--- src/rtl/ir_pulse_encoder_pkg.sv ---
// Shared types and constants for the IR pulse-width link (package ir_pkg).
package ir_pkg;

  typedef enum logic [1:0] {
    IDLE  = 2'd0,
    MARK  = 2'd1,
    SPACE = 2'd2,
    DONE  = 2'd3
  } ir_tx_state_t;

  localparam int unsigned IR_ONE_HIGH_DEF  = 15;
  localparam int unsigned IR_ZERO_HIGH_DEF = 5;
  localparam int unsigned IR_GAP_LOW_DEF   = 4;

  // Mark-length windows the receiver classifies as 1 and 0
  localparam int unsigned IR_ONE_MIN  = 13;
  localparam int unsigned IR_ONE_MAX  = 18;
  localparam int unsigned IR_ZERO_MIN = 1;
  localparam int unsigned IR_ZERO_MAX = 9;

  function automatic int unsigned ir_max3(input int unsigned a, input int unsigned b,
                                          input int unsigned c);
    int unsigned m;
    m = (a > b) ? a : b;
    return (m > c) ? m : c;
  endfunction

endpackage

--- src/rtl/ir_pulse_encoder_timer.sv ---
// Loadable down-counter timing marks and spaces; expire flags the last cycle of a period.
module ir_pulse_timer
  import ir_pkg::*;
#(
  parameter int unsigned W = 4
) (
  input  logic         clk,
  input  logic         readReset,
  input  logic         load,
  input  logic [W-1:0] load_val,
  input  logic         dec,
  output logic [W-1:0] value,
  output logic         expire
);

  always_ff @(posedge clk or posedge readReset) begin
    if (readReset) begin
      value <= '0;
    end else if (load) begin
      value <= load_val;
    end else if (dec && (value != '0)) begin
      value <= value - 1'b1;
    end
  end

  // A period loaded with N runs N cycles: value walks N..1, expiring at 1
  assign expire = (value == W'(1));

endmodule

--- src/rtl/ir_pulse_encoder.sv ---
// IR pulse-width transmitter: serialises a word MSB first as long/short marks with fixed spaces.
// Optional build macro IR_CARRIER_EN gates marks with a square-wave carrier.
module ir_pulse_encoder
  import ir_pkg::*;
#(
  parameter int unsigned DATA_W       = 32,
  parameter int unsigned ONE_HIGH     = IR_ONE_HIGH_DEF,
  parameter int unsigned ZERO_HIGH    = IR_ZERO_HIGH_DEF,
  parameter int unsigned GAP_LOW      = IR_GAP_LOW_DEF,
  parameter int unsigned CARRIER_HALF = 2
) (
  input  logic              clk,
  input  logic              readReset,
  input  logic              send_valid,
  input  logic [DATA_W-1:0] send_data,
  output logic              send_ready,
  input  logic              abort,
  output logic              ir_out,
  output logic              busy,
  output logic              done
);

  localparam int unsigned TW = $clog2(ir_max3(ONE_HIGH, ZERO_HIGH, GAP_LOW) + 1);
  localparam int unsigned BW = (DATA_W > 1) ? $clog2(DATA_W) : 1;

  localparam logic [TW-1:0] ONE_T  = TW'(ONE_HIGH);
  localparam logic [TW-1:0] ZERO_T = TW'(ZERO_HIGH);
  localparam logic [TW-1:0] GAP_T  = TW'(GAP_LOW);

  if (!(ONE_HIGH > ZERO_HIGH && ZERO_HIGH >= 1)) begin : g_chk_marks
    $error("ir_pulse_encoder: need ONE_HIGH > ZERO_HIGH >= 1");
  end
  if (GAP_LOW < 2) begin : g_chk_gap
    $error("ir_pulse_encoder: GAP_LOW must be at least 2");
  end
  if (ONE_HIGH < IR_ONE_MIN || ONE_HIGH > IR_ONE_MAX ||
      ZERO_HIGH < IR_ZERO_MIN || ZERO_HIGH > IR_ZERO_MAX) begin : g_chk_window
    $error("ir_pulse_encoder: mark lengths outside receiver windows");
  end
  if (DATA_W < 2) begin : g_chk_width
    $error("ir_pulse_encoder: DATA_W must be at least 2");
  end
  if (CARRIER_HALF < 1) begin : g_chk_carrier
    $error("ir_pulse_encoder: CARRIER_HALF must be at least 1");
  end

  ir_tx_state_t      state, state_nxt;
  logic [DATA_W-1:0] shift_reg;
  logic [BW-1:0]     bit_cnt;
  logic              accept, mark_end, advance;
  logic              tmr_load, tmr_dec, tmr_expire;
  logic [TW-1:0]     tmr_val, tmr_value;
  logic              envelope;

  ir_pulse_timer #(.W(TW)) u_timer (
    .clk       (clk),
    .readReset (readReset),
    .load      (tmr_load),
    .load_val  (tmr_val),
    .dec       (tmr_dec),
    .value     (tmr_value),
    .expire    (tmr_expire)
  );

  always_ff @(posedge clk or posedge readReset) begin
    if (readReset) begin
      state <= IDLE;
    end else begin
      state <= state_nxt;
    end
  end

  always_comb begin
    state_nxt = state;
    tmr_load  = 1'b0;
    tmr_val   = '0;
    tmr_dec   = 1'b0;
    accept    = 1'b0;
    mark_end  = 1'b0;
    advance   = 1'b0;
    case (state)
      IDLE: begin
        if (send_valid && !abort) begin
          accept    = 1'b1;
          tmr_load  = 1'b1;
          tmr_val   = send_data[DATA_W-1] ? ONE_T : ZERO_T;
          state_nxt = MARK;
        end
      end
      MARK: begin
        if (abort) begin
          state_nxt = IDLE;
        end else if (tmr_expire) begin
          mark_end  = 1'b1;
          tmr_load  = 1'b1;
          tmr_val   = GAP_T;
          state_nxt = SPACE;
        end else begin
          tmr_dec = 1'b1;
        end
      end
      SPACE: begin
        if (abort) begin
          state_nxt = IDLE;
        end else if (tmr_expire) begin
          if (bit_cnt == '0) begin
            state_nxt = DONE;
          end else begin
            advance   = 1'b1;
            tmr_load  = 1'b1;
            tmr_val   = shift_reg[DATA_W-1] ? ONE_T : ZERO_T;
            state_nxt = MARK;
          end
        end else begin
          tmr_dec = 1'b1;
        end
      end
      DONE: begin
        state_nxt = IDLE;
      end
      default: begin
        state_nxt = IDLE;
      end
    endcase
  end

  // The sent bit is shifted out when its mark ends, so during SPACE the
  // register MSB already holds the next bit to send.
  always_ff @(posedge clk or posedge readReset) begin
    if (readReset) begin
      shift_reg <= '0;
      bit_cnt   <= '0;
    end else begin
      if (accept) begin
        shift_reg <= send_data;
        bit_cnt   <= BW'(DATA_W - 1);
      end else begin
        if (mark_end) begin
          shift_reg <= {shift_reg[DATA_W-2:0], 1'b0};
        end
        if (advance) begin
          bit_cnt <= bit_cnt - 1'b1;
        end
      end
    end
  end

  assign send_ready = (state == IDLE);
  assign busy       = (state != IDLE);
  assign done       = (state == DONE);
  assign envelope   = (state == MARK);

`ifdef IR_CARRIER_EN
  localparam int unsigned CW = (CARRIER_HALF > 1) ? $clog2(CARRIER_HALF) : 1;

  logic [CW-1:0] car_cnt;
  logic          car_lvl;
  logic          mark_entry;

  assign mark_entry = (state_nxt == MARK) && (state != MARK);

  // Phase restarts on every mark so each mark starts with the carrier high
  always_ff @(posedge clk or posedge readReset) begin
    if (readReset) begin
      car_cnt <= '0;
      car_lvl <= 1'b1;
    end else if (mark_entry) begin
      car_cnt <= '0;
      car_lvl <= 1'b1;
    end else if (state == MARK) begin
      if (car_cnt == CW'(CARRIER_HALF - 1)) begin
        car_cnt <= '0;
        car_lvl <= ~car_lvl;
      end else begin
        car_cnt <= car_cnt + 1'b1;
      end
    end
  end

  assign ir_out = envelope & car_lvl;
`else
  assign ir_out = envelope;
`endif

endmodule

--- config.mk ---
export PLATFORM = sky130hd
export DESIGN_NAME = ir_pulse_encoder
export DESIGN_NICKNAME = d
export VERILOG_FILES = /design/src/rtl/ir_pulse_encoder_pkg.sv /design/src/rtl/ir_pulse_encoder_timer.sv /design/src/rtl/ir_pulse_encoder.sv
export SDC_FILE = /design/constraint.sdc
export NUM_CORES = 1
export LEC_CHECK = 0
export BUFFER_PORTS_ARGS = -buffer_cell sky130_fd_sc_hd__buf_2
export CORE_MARGIN = 10
export CORE_UTILIZATION = 60
export DETAILED_ROUTE_END_ITERATION = 6
export PLACE_DENSITY_LB_ADDON = 0.15
export SETUP_SLACK_MARGIN = 0.05
export SYNTH_ARGS = -nofsm -noshare
export SYNTH_HDL_FRONTEND = slang
export SYNTH_HIERARCHICAL = 1
export SYNTH_SLANG_ARGS = --single-unit
--- constraint.sdc ---
create_clock -name clk -period 5.5 [get_ports clk]
set_input_delay 1.1 -clock clk [delete_from_list [all_inputs] [get_ports clk]]
set_output_delay 1.1 -clock clk [all_outputs]
set_load 0.1 [all_outputs]
==> results.toml <==
[outcome]
status = "complete, no violations"

[clocking]
cts_tree = "yes"
ctsResizeCount = 0
cts.sinks = 43
clk_latency_ns = 0.29
clkSlewWorstSetupHoldPaths_ns = 0.08
clockBufferDepth = 2
cts_hold_buf = 0
h-tree-depth = 2
postCtsSetupBuffers = 0
cts-root-buf = "clkbuf_8"
numCtsBuffers = 5

[pwr]
cellLeakagePower_nw = 1.43
ir_drop_mv = 0.454
p_per_area_nw_per_um2 = 583
p_total_mw = 1.71

[critical_path]
slowest_delay_ns = 0.78
worstSetupStartpointType = "flop"
r2r_start = "u_timer/value[1]"
worstSetupPathType = "flop to flop"
end_kind = "flop"
cp.required_ns = 5.67
path_max_fanout = 12
crit_chain = "inv_1, ha_1, nor3b_1, and3b_1, nand2_1, a21oi_1, nor3_1, a221o_1"
cp_data_arrival_time_ns = 3.35
rr_endpoint = "u_timer/value[3]"
r2r_cells = 8
r2r_slack_ns = 2.32
slowest_stage = "nor3b_1"

[die]
start_util_pct = 61.3
rows = 24
die_h_um = 86.3
die_area_um2 = 7440
die_width_um = 86.3
ioPinCount = 40
core-area_um2 = 4290

[grt]
grt_pass1_wl_um = 8700
overflow = 0
antenna_found_initial = 0
grt_use_total_pct = 14.0
grt_pass1_vias = 1788
grt_max_degree = 40

[sta]
post-route-period-util_pct = 57.7
slew_violations = 0
hold_viol_final = 0
rsz0062_at_grt = "false"
worst_slew_pin_slew_ns = 0.991
final.min_clock_period_ns = 3.18
fin_skew_ns = 0.00782
tns_ns = 0
finalWorstSetupSlack_ns = 2.32
final-setup-viol-count = 0
max_freq_mhz = 315
slew_headroom_pct = 33.9

[cells_and_area]
drive_above_1_share_pct = 48.9
largest_reg_flops = 32
fin_area_um2 = 2940
final_nets = 278
areaGrowthSynthToFinish_pct = 11.6
instances_no_fill = 287
diodes = 0

[synth]
synth_top_area_share_pct = 40.9
synth_area_leader_cell = "dfrtp_1"
synth_ff_type = "dfrtp_1"
synth_edf_count = 0
syn_nets = 243
ys_seq_area_share_pct = 40.9
synthTopCellsByCount = "56 x mux2_4, 43 x dfrtp_1, 11 x inv_1"
yosys_warnings = 6
postSynthCellCount = 199
synth.most_common_cell = "mux2_4"
ys_seq_elements = 43
async_flop_share_pct = 100
synth.distinct_cells = 41
synth.top_cells.by_area = "dfrtp_1 41%, mux2_4 32%, ha_1 3.8%, mux2_2 2.6%, buf_6 1.7%"
synthesis.area_um2 = 2630
syn-mean-instance-area_um2 = 13.2

[worst_hold_path]
min_from = "shift_reg[6]"
min_path_type = "flop to flop"
hold_end = "shift_reg[6]"
whs_path_depth = 1

[routing]
wire_per_inst_um = 17.6
drc_errors = 0
viasPerCell = 5.66
dr_total_vias = 1624
firstDrtPassIters = 4
detail-route-antenna-nets = 0
drt-total-wl_um = 5060
first_iter_violations = 71

[place]
place_area_um2 = 2820
dp.cells = 279
hpwl_um = 3660
io_buffers = 39
finalWeightedCongestion = 0.825
pre_cts_ws_ns = 2.43

[flow_run]
drv_cap = 0
==> kinds of logic (layout without fill, tap and decap cells) <==
family | Yosys count | after routing | share of synthesized area [%]
multiplexers | 63 | 63 | 34.9
flip-flops | 43 | 43 | 40.9
AND/OR/NAND/NOR | 34 | 34 | 8.36
AO/OA/AOI/OAI | 27 | 27 | 6.75
buffers and inverters | 24 | 60 | 5.37
adder cells (fa/ha/maj) | 8 | 8 | 3.80
==> worst max-delay path by stage <==
stage | from | to | slack, ns | cells after the start
2_1_floorplan | state[1] | busy | 2.43 | 4
3_3_place_gp | abort | shift_reg[6] | 2.55 | 4
3_5_place_dp | u_timer/value[1] | u_timer/value[3] | 2.43 | 8
4_1_cts | u_timer/value[1] | u_timer/value[3] | 2.40 | 8
5_1_grt | u_timer/value[1] | u_timer/value[0] | 1.96 | 9
6_report | u_timer/value[1] | u_timer/value[3] | 2.32 | 8
==> where the power goes <==
part	switching, mW	internal (mW)	total [mW]
clock	0.103	0.147	0.250
sequential	0.0957	0.454	0.550
combinational	0.427	0.487	0.913
==> per-layer routing <==
| layer | part of all wire (%) | wire length [µm] | track usage (%) |
|---|---|---|---|
| met5 | 0 | 0 | 0 |
| met2 | 50 | 2510 | 23.1 |
| met4 | 0.67 | 34 | 3.09 |
| met1 | 44 | 2250 | 17.7 |
| met3 | 5.3 | 266 | 4.41 |
==> stage by stage <==
stage	utilization [%]	hold slack, ns
final	68.4	0.513
after floorplan	-	0.473
after CTS	68.4	0.515
after global routing	68.4	0.528
after global placement	65.7	0.490
after detailed placement	65.7	0.496
==> critical path, delay by kind of cell, from the launching register on <==
| family | cells | cell delay, ns |
|---|---|---|
| AOI/OAI and AO/OA | 2 | 1.01 |
| adders and majority gates | 1 | 0.14 |
| buffers and inverters | 1 | 0.09 |
| DFF | 1 | 0.40 |
| and+or+nand+nor | 4 | 1.40 |
==> final cells by class <==
type / instances / area [µm²]
Clock buffer: 6 / 82.6
Clock inverter: 2 / 35.0
Multi-Input combinational cell: 132 / 1430
Timing Repair Buffer: 41 / 210
Sequential cell: 43 / 1080
Fill cell: 307 / 1360
Inverter: 11 / 41.3
Tap cell: 52 / 65.1
==> cell usage in the layout, fill, tap and decap left out, drive strengths merged, types with 3 or more instances in the layout <==
cell type	Yosys	layout
nor3b	5	5
nor3	3	3
clkbuf	3	6
o21ai	7	7
inv	11	11
dfrtp	43	43
ha	8	8
buf	10	41
nand2	9	9
a21oi	7	7
mux2	62	62
No activity file was read; power rests on OpenSTA's default activity.
